$ cat src/rtl/bash_hash_axil_master.sv
// bash_hash_axil_master
// AXI4-Lite initiator for the bash hash core's 8-bit register space.
// It turns a valid/ready command stream (one read or write) into a single
// AXI4-Lite transaction and returns the completion on a response stream.
// Only one transaction is in flight at a time. Every output is registered,
// so no m_axi input reaches an m_axi output combinationally.
//
// Optional build macro: BASH_HASH_AXIL_ALIGN_CHECK_EN
//   When defined, a command whose cmd_addr[1:0] is not zero generates no bus
//   traffic. It completes with SLVERR one cycle after it is accepted.
module bash_hash_axil_master #(
    parameter int         ADDR_W = 8,
    parameter int         DATA_W = 32,
    parameter logic [2:0] PROT   = 3'b000
) (
    input  logic                  s_axi_aclk,
    input  logic                  s_axi_aresetn,
    // command stream
    input  logic                  cmd_valid,
    output logic                  cmd_ready,
    input  logic                  cmd_write,
    input  logic [ADDR_W-1:0]     cmd_addr,
    input  logic [DATA_W-1:0]     cmd_wdata,
    input  logic [DATA_W/8-1:0]   cmd_wstrb,
    // response stream
    output logic                  rsp_valid,
    input  logic                  rsp_ready,
    output logic                  rsp_write,
    output logic [DATA_W-1:0]     rsp_rdata,
    output logic [1:0]            rsp_resp,
    // AXI4-Lite write address
    output logic [ADDR_W-1:0]     m_axi_awaddr,
    output logic [2:0]            m_axi_awprot,
    output logic                  m_axi_awvalid,
    input  logic                  m_axi_awready,
    // AXI4-Lite write data
    output logic [DATA_W-1:0]     m_axi_wdata,
    output logic [DATA_W/8-1:0]   m_axi_wstrb,
    output logic                  m_axi_wvalid,
    input  logic                  m_axi_wready,
    // AXI4-Lite write response
    input  logic [1:0]            m_axi_bresp,
    input  logic                  m_axi_bvalid,
    output logic                  m_axi_bready,
    // AXI4-Lite read address
    output logic [ADDR_W-1:0]     m_axi_araddr,
    output logic [2:0]            m_axi_arprot,
    output logic                  m_axi_arvalid,
    input  logic                  m_axi_arready,
    // AXI4-Lite read data
    input  logic [DATA_W-1:0]     m_axi_rdata,
    input  logic [1:0]            m_axi_rresp,
    input  logic                  m_axi_rvalid,
    output logic                  m_axi_rready
);

    localparam int STRB_W = DATA_W / 8;

    typedef enum logic [2:0] {
        IDLE,
        WR_ADDR_DATA,
        WR_RESP,
        RD_ADDR,
        RD_DATA,
        RSP
    } state_t;

    state_t              state_reg, state_next;

    logic                cmd_ready_reg, cmd_ready_next;
    logic                awvalid_reg, awvalid_next;
    logic                wvalid_reg, wvalid_next;
    logic                bready_reg, bready_next;
    logic                arvalid_reg, arvalid_next;
    logic                rready_reg, rready_next;
    logic                rsp_valid_reg, rsp_valid_next;

    logic [ADDR_W-1:0]   awaddr_reg, awaddr_next;
    logic [DATA_W-1:0]   wdata_reg, wdata_next;
    logic [STRB_W-1:0]   wstrb_reg, wstrb_next;
    logic [ADDR_W-1:0]   araddr_reg, araddr_next;
    logic                rsp_write_reg, rsp_write_next;
    logic [DATA_W-1:0]   rsp_rdata_reg, rsp_rdata_next;
    logic [1:0]          rsp_resp_reg, rsp_resp_next;

    logic                misaligned;
    logic                aw_done;
    logic                w_done;

`ifdef BASH_HASH_AXIL_ALIGN_CHECK_EN
    assign misaligned = (cmd_addr[1:0] != 2'b00);
`else
    assign misaligned = 1'b0;
`endif

    // A write channel counts as finished once its valid has dropped, or when
    // its handshake happens in the current cycle.
    assign aw_done = !awvalid_reg || m_axi_awready;
    assign w_done  = !wvalid_reg  || m_axi_wready;

    // State and registered outputs; asynchronous reset returns to IDLE and
    // discards any in-flight command or response.
    always_ff @(posedge s_axi_aclk or negedge s_axi_aresetn) begin
        if (!s_axi_aresetn) begin
            state_reg     <= IDLE;
            cmd_ready_reg <= 1'b1;
            awvalid_reg   <= 1'b0;
            wvalid_reg    <= 1'b0;
            bready_reg    <= 1'b0;
            arvalid_reg   <= 1'b0;
            rready_reg    <= 1'b0;
            rsp_valid_reg <= 1'b0;
            awaddr_reg    <= '0;
            wdata_reg     <= '0;
            wstrb_reg     <= '0;
            araddr_reg    <= '0;
            rsp_write_reg <= 1'b0;
            rsp_rdata_reg <= '0;
            rsp_resp_reg  <= 2'b00;
        end else begin
            state_reg     <= state_next;
            cmd_ready_reg <= cmd_ready_next;
            awvalid_reg   <= awvalid_next;
            wvalid_reg    <= wvalid_next;
            bready_reg    <= bready_next;
            arvalid_reg   <= arvalid_next;
            rready_reg    <= rready_next;
            rsp_valid_reg <= rsp_valid_next;
            awaddr_reg    <= awaddr_next;
            wdata_reg     <= wdata_next;
            wstrb_reg     <= wstrb_next;
            araddr_reg    <= araddr_next;
            rsp_write_reg <= rsp_write_next;
            rsp_rdata_reg <= rsp_rdata_next;
            rsp_resp_reg  <= rsp_resp_next;
        end
    end

    // Next-state and next-output logic; every register holds by default.
    always_comb begin
        state_next     = state_reg;
        cmd_ready_next = cmd_ready_reg;
        awvalid_next   = awvalid_reg;
        wvalid_next    = wvalid_reg;
        bready_next    = bready_reg;
        arvalid_next   = arvalid_reg;
        rready_next    = rready_reg;
        rsp_valid_next = rsp_valid_reg;
        awaddr_next    = awaddr_reg;
        wdata_next     = wdata_reg;
        wstrb_next     = wstrb_reg;
        araddr_next    = araddr_reg;
        rsp_write_next = rsp_write_reg;
        rsp_rdata_next = rsp_rdata_reg;
        rsp_resp_next  = rsp_resp_reg;

        case (state_reg)
            IDLE: begin
                if (cmd_valid && cmd_ready_reg) begin
                    cmd_ready_next = 1'b0;
                    if (misaligned) begin
                        // Refuse locally; the slave never sees this access.
                        rsp_valid_next = 1'b1;
                        rsp_write_next = cmd_write;
                        rsp_rdata_next = '0;
                        rsp_resp_next  = 2'b10;
                        state_next     = RSP;
                    end else if (cmd_write) begin
                        awaddr_next  = cmd_addr;
                        wdata_next   = cmd_wdata;
                        wstrb_next   = cmd_wstrb;
                        awvalid_next = 1'b1;
                        wvalid_next  = 1'b1;
                        state_next   = WR_ADDR_DATA;
                    end else begin
                        araddr_next  = cmd_addr;
                        arvalid_next = 1'b1;
                        state_next   = RD_ADDR;
                    end
                end
            end

            WR_ADDR_DATA: begin
                if (awvalid_reg && m_axi_awready) begin
                    awvalid_next = 1'b0;
                end
                if (wvalid_reg && m_axi_wready) begin
                    wvalid_next = 1'b0;
                end
                if (aw_done && w_done) begin
                    bready_next = 1'b1;
                    state_next  = WR_RESP;
                end
            end

            WR_RESP: begin
                if (bready_reg && m_axi_bvalid) begin
                    bready_next    = 1'b0;
                    rsp_valid_next = 1'b1;
                    rsp_write_next = 1'b1;
                    rsp_rdata_next = '0;
                    rsp_resp_next  = m_axi_bresp;
                    state_next     = RSP;
                end
            end

            RD_ADDR: begin
                if (arvalid_reg && m_axi_arready) begin
                    arvalid_next = 1'b0;
                    rready_next  = 1'b1;
                    state_next   = RD_DATA;
                end
            end

            RD_DATA: begin
                if (rready_reg && m_axi_rvalid) begin
                    rready_next    = 1'b0;
                    rsp_valid_next = 1'b1;
                    rsp_write_next = 1'b0;
                    rsp_rdata_next = m_axi_rdata;
                    rsp_resp_next  = m_axi_rresp;
                    state_next     = RSP;
                end
            end

            RSP: begin
                if (rsp_valid_reg && rsp_ready) begin
                    rsp_valid_next = 1'b0;
                    cmd_ready_next = 1'b1;
                    state_next     = IDLE;
                end
            end

            default: begin
                state_next = IDLE;
            end
        endcase
    end

    assign cmd_ready     = cmd_ready_reg;
    assign rsp_valid     = rsp_valid_reg;
    assign rsp_write     = rsp_write_reg;
    assign rsp_rdata     = rsp_rdata_reg;
    assign rsp_resp      = rsp_resp_reg;

    assign m_axi_awaddr  = awaddr_reg;
    assign m_axi_awprot  = PROT;
    assign m_axi_awvalid = awvalid_reg;
    assign m_axi_wdata   = wdata_reg;
    assign m_axi_wstrb   = wstrb_reg;
    assign m_axi_wvalid  = wvalid_reg;
    assign m_axi_bready  = bready_reg;
    assign m_axi_araddr  = araddr_reg;
    assign m_axi_arprot  = PROT;
    assign m_axi_arvalid = arvalid_reg;
    assign m_axi_rready  = rready_reg;

endmodule

$ cat config.mk
export PLATFORM = sky130hd
export DESIGN_NAME = bash_hash_axil_master
export DESIGN_NICKNAME = d
export VERILOG_FILES = /design/src/rtl/bash_hash_axil_master.sv
export SDC_FILE = /design/constraint.sdc
export NUM_CORES = 1
export LEC_CHECK = 0
export CELL_PAD_IN_SITES_DETAIL_PLACEMENT = 0
export CELL_PAD_IN_SITES_GLOBAL_PLACEMENT = 1
export CORE_MARGIN = 5
export CORE_UTILIZATION = 34
export CTS_CLUSTER_DIAMETER = 30
export DETAILED_ROUTE_END_ITERATION = 10
export GPL_TIMING_DRIVEN = 0
export HOLD_SLACK_MARGIN = 0.05
export PLACE_DENSITY = 0.85
export SYNTH_ARGS = -nofsm -noshare
export SYNTH_HDL_FRONTEND = slang
export SYNTH_SLANG_ARGS = --single-unit
$ cat constraint.sdc
create_clock -name s_axi_aclk -period 2.7 [get_ports s_axi_aclk]
set_input_delay 0.675 -clock s_axi_aclk [delete_from_list [all_inputs] [get_ports s_axi_aclk]]
set_output_delay 0.675 -clock s_axi_aclk [all_outputs]
set_load 0.02 [all_outputs]
==> metrics.csv <==
metric;value;unit
CP top delay family;buffers and inverters;
Port-buffer cells;183;
Pleak;3.042;nW
maxcap violations;0;
number of buffers created by CTS;9;
die width;119.6;µm
largest net degree at the start of global routing;56;
Crit path buffers/inverters;1;
via count;3016;
slowest CP cell;clkdlybuf4s50_1;
number of H-tree levels;3;
Clock power frac;43.7;%
worst setup path category;reg2out;
CP Data Required Time;2.03;ns
CTS max path bufs;2;
RSZ-0062 raised after global routing;no;
worst skew pair latency;0.33;ns
worst-path fanout max;5;
Post-Syn Area;4084;µm²
DRC;0;
Max VDD drop;0.0002143;V
Setup violations, final;0;
synth-to-layout area growth;57.51;%
global-route wire length before repair;17220;µm
# IOs;190;
CP Capture Type;primary output;
internal power;2.338;mW
gr usage total;15.12;%
max frequency;459.9;MHz
slew margin rel.;52.38;%
Reg power frac;49.9;%
Switching Share;19.75;%
fin area;6432;µm²
Antenna diodes;0;
synth unique cells;36;
Die Area;14300;µm²
placed instance area;6136;µm²
CTS Sinks;97;
Mapped Cells;278;
outcome;finished clean;
worst-margin pin slew;0.7143;ns
vias in the first global route;3214;
TritonCTS clock tree;done;
Worst-path clk slew;0.06;ns
Worst Setup Slack post-DPL;0.4252;ns
Psw;0.5754;mW
CP max stage delay;0.61;ns
DR WL/cell;17.26;µm
Fin. Hold Viols;0;
Slew Limit Fails;0;
fin nets;568;
Avg Cell Area, Syn;14.69;µm²
Placer Congestion;0.8034;
minimum clock period;2.174;ns
Initial Utilization;34.29;%
combinational share of power;6.4;%
crit start category;register;
sequential share of the synthesized area;59.47;%
YS warnings;0;
CP arrival;1.50;ns
Row Count;40;
Worst Skew;0.004313;ns
Cell Pwr Density;452.9;nW/µm²
initial antenna violation count;0;
clk root buf;clkbuf_16;
worst min path class;in2async;
final worst path period share;80.53;%
post-DP HPWL;8154;µm
Final ANT Viol Nets;0;
share of layout cells above drive strength 1;20.12;%
Iteration-0 DRC Markers;122;
setup bufs post-CTS;0;
Synth area leaders;dfrtp_1, mux2_4, a22o_1;
synthesis-stage register bit count;97;
drt via density;4.795;
Final WS setup;0.5258;ns
first drt pass iteration count;4;
gr ovfl total;0;
Synth top area share;58.82;%
core area;11910;µm²
cell taking the most area after synthesis;dfrtp_1;
cts repair resizes;0;
hold_buf cts;0;
cell chain of the critical path;clkdlybuf4s50_1;
die extent in y;119.6;µm
Routed WL;10860;µm
metal layers:
| layer | routed length (µm) | GRT usage (%) |
|---|---|---|
| met4 | 231 | 6.013 |
| met5 | 0 | 0 |
| met3 | 515 | 3.487 |
| met2 | 5403 | 25.21 |
| met1 | 4709 | 19.03 |
power groups by stage:
stage / clock network [mW] / logic (mW) / registers, mW
after floorplan: 0 / 0.0190 / 1.48
after global placement: 0 / 0.181 / 1.48
after detailed placement: 0 / 0.189 / 1.48
after CTS: 1.32 / 0.190 / 1.45
after global routing: 1.39 / 0.202 / 1.45
final: 1.27 / 0.187 / 1.45
cell usage in the layout, fill, tap and decap left out, types with 5 or more instances in the layout:
master	n
clkdlybuf4s50_1	182
mux2_4	40
nor2_1	6
buf_4	10
conb_1	6
clkbuf_16	9
dfrtp_1	96
o21ai_0	6
a21oi_1	11
a22o_1	32
mux2_2	12
buf_12	5
nand2_1	20
synthesized netlist by cell type, drive strengths merged:
master and number:
dfrtp 96, mux2 52, a22o 32, nand2 22, buf 19, a21oi 11
nor2 7, o21ai 7, and3 3, inv 3, mux2i 3, nand2b 3
a31oi 2, and2b 2, and4b 2, nand3 2, a21o 1, a221oi 1
a32oi 1, clkbuf 1, conb 1, dfstp 1, nand3b 1, nor2b 1
o211ai 1, o311a 1, o31ai 1, or2 1
worst register-to-register path: stages (launching register included):
cell,delay [ns]
dfrtp_1,0.43
nor2_1,0.23
nand2_1,0.18
nor2_1,0.33
buf_2,0.30
a22o_1,0.18
area by class of cell:
| class | count | area [µm²] |
|---|---|---|
| plain buffers | 20 | 193.9 |
| well taps | 147 | 183.9 |
| clock inverters | 3 | 40.04 |
| inverters | 3 | 11.26 |
| fillers | 1023 | 5479 |
| repair buffers | 184 | 1849 |
| multi-input cells | 163 | 1469 |
| flip-flops and latches | 97 | 2429 |
| clock buffers | 12 | 256.5 |
kinds of logic (layout without fill, tap and decap cells):
group | Yosys count | after routing | synth area share, %
AOI/OAI and AO/OA | 58 | 58 | 10.85
buffers and inverters | 23 | 222 | 5.024
DFF | 97 | 97 | 59.47
and+or+nand+nor | 44 | 44 | 5.822
other | 1 | 6 | 0.09182
muxes | 55 | 55 | 18.75
through the flow:
| stage | total power, mW | std cells | hold WS, ns | TNS (ns) | utilization [%] |
|---|---|---|---|---|---|
| final | 2.913 | 629 | 0.3959 | 0 | 54.00 |
| after global routing | 3.043 | 629 | 0.4388 | 0 | 54.00 |
| after CTS | 2.966 | 629 | 0.4132 | 0 | 54.00 |
| after detailed placement | 1.669 | 614 | 0.4751 | 0 | 51.51 |
| after global placement | 1.662 | 613 | 0.4679 | -258.12 | 51.37 |
| after floorplan | 1.500 | 283 | 0.3794 | 0 | - |
worst paths after layout:
path / slack (ns) / cells after the start / to / startpoint
min: 0.40 / 1 / m_axi_wdata[3] / s_axi_aresetn
max in group asynchronous: 1.62 / 2 / rsp_rdata[1] / s_axi_aresetn
min in group s_axi_aclk: 0.49 / 2 / rsp_resp[1] / rsp_resp[1]
min reg2reg: 0.49 / 2 / rsp_resp[1] / rsp_resp[1]
max reg2reg: 0.99 / 5 / rsp_rdata[5] / state_reg[0]
max: 0.53 / 1 / cmd_ready / cmd_ready
Power figures use the tool's default switching activity.
